### src/rtl/kara_pp_gen_4bit.sv
// kara_pp_gen_4bit
//   Sequential Karatsuba partial-product generator over GF(2) (carry-less).
//   Splits a and b into H-bit halves and produces the three (N-1)-bit products
//   consumed by the overlap/recombination stage:
//     pp_lo  = a_lo * b_lo
//     pp_hi  = a_hi * b_hi
//     pp_mid = (a_lo ^ a_hi) * (b_lo ^ b_hi) ^ pp_lo ^ pp_hi
//   Ports:
//     clk, rst_n          clock, asynchronous active-low reset
//     in_valid/in_ready   operand handshake (a, b: N bits, bit i = coeff of x^i)
//     out_valid/out_ready result handshake (pp_lo, pp_mid, pp_hi: N-1 bits)
//   Build option:
//     KARA_PP_PARALLEL_EN  defined: three multipliers, all products registered in
//                          one cycle (1-cycle latency). Undefined: one shared
//                          multiplier stepped through LO/HI/MID (3-cycle latency).
module kara_pp_gen_4bit #(
   parameter int unsigned N = 4
) (
   input  logic         clk,
   input  logic         rst_n,
   input  logic         in_valid,
   output logic         in_ready,
   input  logic [N-1:0] a,
   input  logic [N-1:0] b,
   output logic         out_valid,
   input  logic         out_ready,
   output logic [N-2:0] pp_lo,
   output logic [N-2:0] pp_mid,
   output logic [N-2:0] pp_hi
);

   localparam int unsigned H = N / 2;
   localparam int unsigned P = N - 1;

   localparam logic [2:0] S_IDLE = 3'd0;
   localparam logic [2:0] S_LO   = 3'd1;
   localparam logic [2:0] S_HI   = 3'd2;
   localparam logic [2:0] S_MID  = 3'd3;
   localparam logic [2:0] S_DONE = 3'd4;

   // Carry-less HxH multiply: XOR of shifted copies of x selected by bits of y.
   function automatic logic [P-1:0] clmul(input logic [H-1:0] x, input logic [H-1:0] y);
      logic [P-1:0] acc;
      acc = '0;
      for (int unsigned i = 0; i < H; i++) begin
         if (y[i]) acc = acc ^ (P'(x) << i);
      end
      return acc;
   endfunction

   logic [2:0]   state_q, state_d;
   logic [N-1:0] a_q, a_d;
   logic [N-1:0] b_q, b_d;
   logic [P-1:0] pp_lo_q, pp_lo_d;
   logic [P-1:0] pp_mid_q, pp_mid_d;
   logic [P-1:0] pp_hi_q, pp_hi_d;
   logic         out_valid_q, out_valid_d;
   logic         in_ready_q, in_ready_d;

   logic [H-1:0] a_lo, a_hi, b_lo, b_hi;
   logic [P-1:0] p_lo, p_hi, p_mid;

   assign a_lo = a_q[H-1:0];
   assign a_hi = a_q[N-1:H];
   assign b_lo = b_q[H-1:0];
   assign b_hi = b_q[N-1:H];

`ifdef KARA_PP_PARALLEL_EN
   // Dedicated multiplier per product.
   assign p_lo  = clmul(a_lo, b_lo);
   assign p_hi  = clmul(a_hi, b_hi);
   assign p_mid = clmul(a_lo ^ a_hi, b_lo ^ b_hi);
`else
   logic [H-1:0] mul_x, mul_y;
   logic [P-1:0] mul_p;

   // Operand steering for the single shared multiplier.
   always_comb begin
      mul_x = a_lo;
      mul_y = b_lo;
      case (state_q)
         S_HI: begin
            mul_x = a_hi;
            mul_y = b_hi;
         end
         S_MID: begin
            mul_x = a_lo ^ a_hi;
            mul_y = b_lo ^ b_hi;
         end
         default: begin
         end
      endcase
   end

   assign mul_p = clmul(mul_x, mul_y);
   assign p_lo  = mul_p;
   assign p_hi  = mul_p;
   assign p_mid = mul_p;
`endif

   // Next-state and datapath updates.
   always_comb begin
      state_d     = state_q;
      a_d         = a_q;
      b_d         = b_q;
      pp_lo_d     = pp_lo_q;
      pp_mid_d    = pp_mid_q;
      pp_hi_d     = pp_hi_q;
      out_valid_d = out_valid_q;
      case (state_q)
         S_IDLE: begin
            if (in_valid) begin
               a_d = a;
               b_d = b;
`ifdef KARA_PP_PARALLEL_EN
               state_d = S_MID;
`else
               state_d = S_LO;
`endif
            end
         end
         S_LO: begin
            pp_lo_d = p_lo;
            state_d = S_HI;
         end
         S_HI: begin
            pp_hi_d = p_hi;
            state_d = S_MID;
         end
         S_MID: begin
`ifdef KARA_PP_PARALLEL_EN
            pp_lo_d = p_lo;
            pp_hi_d = p_hi;
`endif
            // pp_lo_d/pp_hi_d carry this cycle's values in either build.
            pp_mid_d    = p_mid ^ pp_lo_d ^ pp_hi_d;
            out_valid_d = 1'b1;
            state_d     = S_DONE;
         end
         S_DONE: begin
            if (out_ready) begin
               out_valid_d = 1'b0;
               state_d     = S_IDLE;
            end
         end
         default: begin
            out_valid_d = 1'b0;
            state_d     = S_IDLE;
         end
      endcase
      in_ready_d = (state_d == S_IDLE);
   end

   // State and output registers.
   always_ff @(posedge clk or negedge rst_n) begin
      if (!rst_n) begin
         state_q     <= S_IDLE;
         a_q         <= '0;
         b_q         <= '0;
         pp_lo_q     <= '0;
         pp_mid_q    <= '0;
         pp_hi_q     <= '0;
         out_valid_q <= 1'b0;
         in_ready_q  <= 1'b1;
      end else begin
         state_q     <= state_d;
         a_q         <= a_d;
         b_q         <= b_d;
         pp_lo_q     <= pp_lo_d;
         pp_mid_q    <= pp_mid_d;
         pp_hi_q     <= pp_hi_d;
         out_valid_q <= out_valid_d;
         in_ready_q  <= in_ready_d;
      end
   end

   assign in_ready  = in_ready_q;
   assign out_valid = out_valid_q;
   assign pp_lo     = pp_lo_q;
   assign pp_mid    = pp_mid_q;
   assign pp_hi     = pp_hi_q;

endmodule

### config.mk
export PLATFORM = sky130hd
export DESIGN_NAME = kara_pp_gen_4bit
export DESIGN_NICKNAME = d
export VERILOG_FILES = /design/src/rtl/kara_pp_gen_4bit.sv
export SDC_FILE = /design/constraint.sdc
export NUM_CORES = 1
export LEC_CHECK = 0
export CORE_AREA = 10 10 71 73
export DETAILED_ROUTE_END_ITERATION = 8
export DIE_AREA = 0 0 81 83
export PLACE_DENSITY = 0.53
export SLEW_MARGIN = 20
export SYNTH_ARGS = -nofsm -noshare
export SYNTH_HDL_FRONTEND = slang
export SYNTH_SLANG_ARGS = --single-unit
export TNS_END_PERCENT = 100
### constraint.sdc
create_clock -name clk -period 3.2 [get_ports clk]
set_clock_uncertainty 0.2 [all_clocks]
set_input_delay 0.48 -clock clk [delete_from_list [all_inputs] [get_ports clk]]
set_output_delay 0.48 -clock clk [all_outputs]
set_load 0.03 [all_outputs]
==> flow_summary.rst <==
.. list-table::
   :header-rows: 1

   * - Metric
     - Value
   * - Run status
     - completed
   * - Async S/R FF share, synth
     - 100%
   * - Post-Place Cell Area
     - between 0.001 and 0.0015 mm^2
   * - Final Non-Filler Cells
     - 167
   * - Htree depth
     - 1
   * - Vias per cell
     - approximately 4.4
   * - Post-CTS resize count
     - 0
   * - Transition at the pin with the smallest max-transition slack
     - around 0.63 ns
   * - Number of nets with antenna violations after detailed routing
     - 0
   * - Top-level port count
     - 23
   * - Critical path arrival
     - 2.45 ns
   * - Nets@finish
     - roughly 130
   * - Maximum clock path buffer count
     - 2
   * - Max Transition Viols Final
     - 0
   * - CTS buffer count
     - 3
   * - Leading area contributor after synthesis
     - dfrtp_1
   * - Sort of element at the start of the critical path
     - flip-flop
   * - Final antenna diode count
     - 0
   * - # clock sinks
     - 22
   * - M3 GR Usage
     - roughly 2.0%
   * - Synthesized net count
     - between 100 and 150
   * - Critical-path maximum fanout
     - 9
   * - Most common library cells after synthesis
     - 21 x dfrtp_1, 13 x o21ai_0, 11 x nand2_1
   * - Die boundary height
     - between 80 and 90 um
   * - Power density over cell area
     - 1150 mW/mm^2
   * - Multi-input logic area
     - roughly 470 um^2
   * - Post-CTS Setup Inserts
     - 0
   * - Max rail drop VDD
     - 0.412 mV
   * - Most frequently used flop master after synthesis
     - dfrtp_1
   * - Post-synthesis instance area
     - ~0.0011 mm^2
   * - Pin count of the biggest net entering global routing
     - 23
   * - First-pass GRT wire length
     - 3740 um
   * - # port buffers
     - 22
   * - Required arrival time at the worst endpoint
     - roughly 3.2 ns
   * - Share of layout cells above drive strength 1
     - roughly 18%
   * - Part of the Yosys area used for sequential elements
     - around 52%
   * - Final Instance Area
     - roughly 0.0014 mm^2
   * - Area used by sequential logic in the layout
     - 552 um^2
   * - Number of hold-repair buffers added at the cts stage
     - 0
   * - Cell-by-cell listing of the critical path
     - nor2b_1 -> a21oi_1 -> a21oi_1 -> nand2_2 -> xnor3_1 -> mux2_2
   * - Met1 layer usage reported by global route
     - 8.42%
   * - Gate count after technology mapping
     - 96
   * - Slew HR
     - about three fifths
   * - Number of DRC violations after detailed-routing iteration 0
     - between 50 and 60
   * - Most used routing layer
     - met2
   * - Power Total
     - about 1.6 mW
   * - Placed instance count
     - between 150 and 200
   * - Vias post-DR
     - between 700 and 800
   * - Number of antenna violations at the first check in global routing
     - 0
   * - CTS tree
     - done
   * - Least setup slack across all paths after layout
     - approximately 0.71 ns
   * - Number of synthesized flops with an enable pin
     - 0
   * - CORE AREA
     - approximately 0.0036 mm^2
   * - Min-Delay Path Class
     - flip-flop to flip-flop
   * - Slowest cell on crit path
     - nor2b_1
   * - Total die area
     - 0.00672 mm^2
   * - Placement Rows
     - 22
   * - DP Worst Slack
     - around 0.73 ns
   * - Setup TNS
     - 0 ns
   * - Post-Syn Area per Cell
     - ~11 um^2
   * - Number of synthesized register bits
     - 22
   * - Post-route core utilization
     - 38.2%
   * - Overflow left after global routing
     - 0
   * - Most common cell in the netlist
     - dfrtp_1
   * - Via count of the first global-routing pass
     - 820
   * - Crit-path leading delay family
     - simple AND/OR/NAND/NOR gates
   * - Synthesis warning total
     - 0
   * - Worst hold slack
     - approximately 0.29 ns
   * - Fmax
     - ~400 MHz
   * - CTS root buffer
     - clkbuf_8
   * - Classification of the worst setup path
     - flip-flop to flip-flop
   * - Final setup violation count
     - 0
   * - Largest stage delay on the critical path
     - about 0.57 ns
   * - Clock Latency Late Sink
     - around 0.26 ns
   * - GR Layer Usage met2
     - between 10% and 20%
   * - Crit path time final
     - 2.49 ns
   * - Number of failing hold endpoints at the final stage
     - 0
   * - Total Routing Usage GR
     - under 10%
   * - Wirelength per Cell
     - ~13 um
   * - Setup repair after global routing missed its margin
     - no
   * - Detailed Place HPWL
     - between 1500 and 2000 um
   * - Length of the first detailed-routing pass in iterations
     - 4
   * - Buffers plus inverters on the worst setup path
     - 0
   * - Remaining design rule violation count
     - 0
   * - Number of fill cells
     - between 300 and 400
   * - Max-cap violations
     - 0
   * - Final Wtd Congestion
     - ~0.78
   * - Post-synthesis to final-layout area growth
     - 30.8%
   * - Portion of synthesized cell area occupied by the leading cell type
     - 49.5%
   * - Post-detailed-routing wire length
     - between 2000 and 2500 um
   * - Cell type with the highest occurrence count on the critical path
     - a21oi_1
   * - Count of different cell masters after synthesis
     - 22
   * - Final worst-path cycle share
     - between 70 and 80%
   * - Starting Density
     - between 20 and 30%
   * - Critical Path End Type
     - flip-flop
   * - Reg clk slew, reported paths
     - around 0.080 ns
   * - Pleak
     - 0.570 nW
   * - Cell types occupying the most area after synthesis
     - dfrtp_1 50%, mux2_2 9.6%, o21ai_0 6.1%
   * - Width of the die
     - 81 um
==> sequential cells by signal, indices dropped and copies added (netlist names) <==
register	count
a_q	4
b_q	4
pp_hi	3
pp_lo	3
pp_mid	3
state_q	3
in_ready	1
out_valid	1
==> path summary, 6_finish.rpt <==
path,slack [ns],end,start,depth (start not counted)
setup / recovery,0.71,pp_mid[1]$_DFFE_PN0N_,state_q[1]$_DFF_PN0_,6
hold / removal,0.29,pp_mid[0]$_DFFE_PN0N_,pp_mid[0]$_DFFE_PN0N_,2
min in group asynchronous,0.36,state_q[2]$_DFF_PN0_,rst_n,2
setup reg to reg,0.71,pp_mid[1]$_DFFE_PN0N_,state_q[1]$_DFF_PN0_,6
max in group asynchronous,2.17,in_ready$_DFF_PN1_,rst_n,2
hold reg to reg,0.29,pp_mid[0]$_DFFE_PN0N_,pp_mid[0]$_DFFE_PN0N_,2
==> power by group <==
group | switching, mW | internal [mW]
clock | 0.0905 | 0.167
sequential | 0.149 | 0.413
combinational | 0.393 | 0.385
==> cell usage in the layout (no fill, tap or decap) <==
cell             netlist  routed
clkdlybuf4s50_1        0      22
dfrtp_1               21      21
o21ai_0               13      13
nand2_1               11      11
mux2_2                 9       9
xnor2_1                7       7
a21oi_1                7       7
nand3_1                6       6
inv_1                  3       3
clkbuf_8               0       3
nand2b_1               2       2
a21oi_2                2       2
nand2_2                2       2
nor4b_4                1       1
nor2b_1                1       1
nor2_1                 1       1
nor3_1                 1       1
or4_1                  1       1
or4b_2                 1       1
xnor3_1                1       1
mux2i_1                1       1
bufinv_16              0       1
dfstp_2                1       1
buf_4                  0       1
==> tightest hold or removal path, delay by kind of cell, from the launching register on <==
family           cells  cell delay, ns
flip-flops           1            0.35
AND/OR/NAND/NOR      1            0.05
AO/OA/AOI/OAI        1            0.06
==> final cells by class <==
class / instances / area share, %
clock buffers: 3 / 2.98
clock inverters: 1 / 2.16
well taps: 48 / 4.33
multi-input cells: 67 / 33.5
repair buffers: 23 / 16.4
inverters: 3 / 0.812
flip-flops and latches: 22 / 39.8
==> cell families after synthesis <==
family / synth area share [%]
AOI/OAI and AO/OA: 11.1
xor gates and xnor gates: 7.90
buffers and inverters: 4.13
DFF: 52.0
muxes: 10.5
and+or+nand+nor: 14.4
==> routing by layer <==
| metal | part of all wire [%] | up-vias |
|---|---|---|
| met5 | 0 | - |
| met4 | 2.9 | 0 |
| met3 | 6.6 | 5 |
| met1 | 46 | 343 |
| met2 | 44 | 18 |
| li1 | - | 376 |
Note: power is estimated with default switching activity, not from simulation.
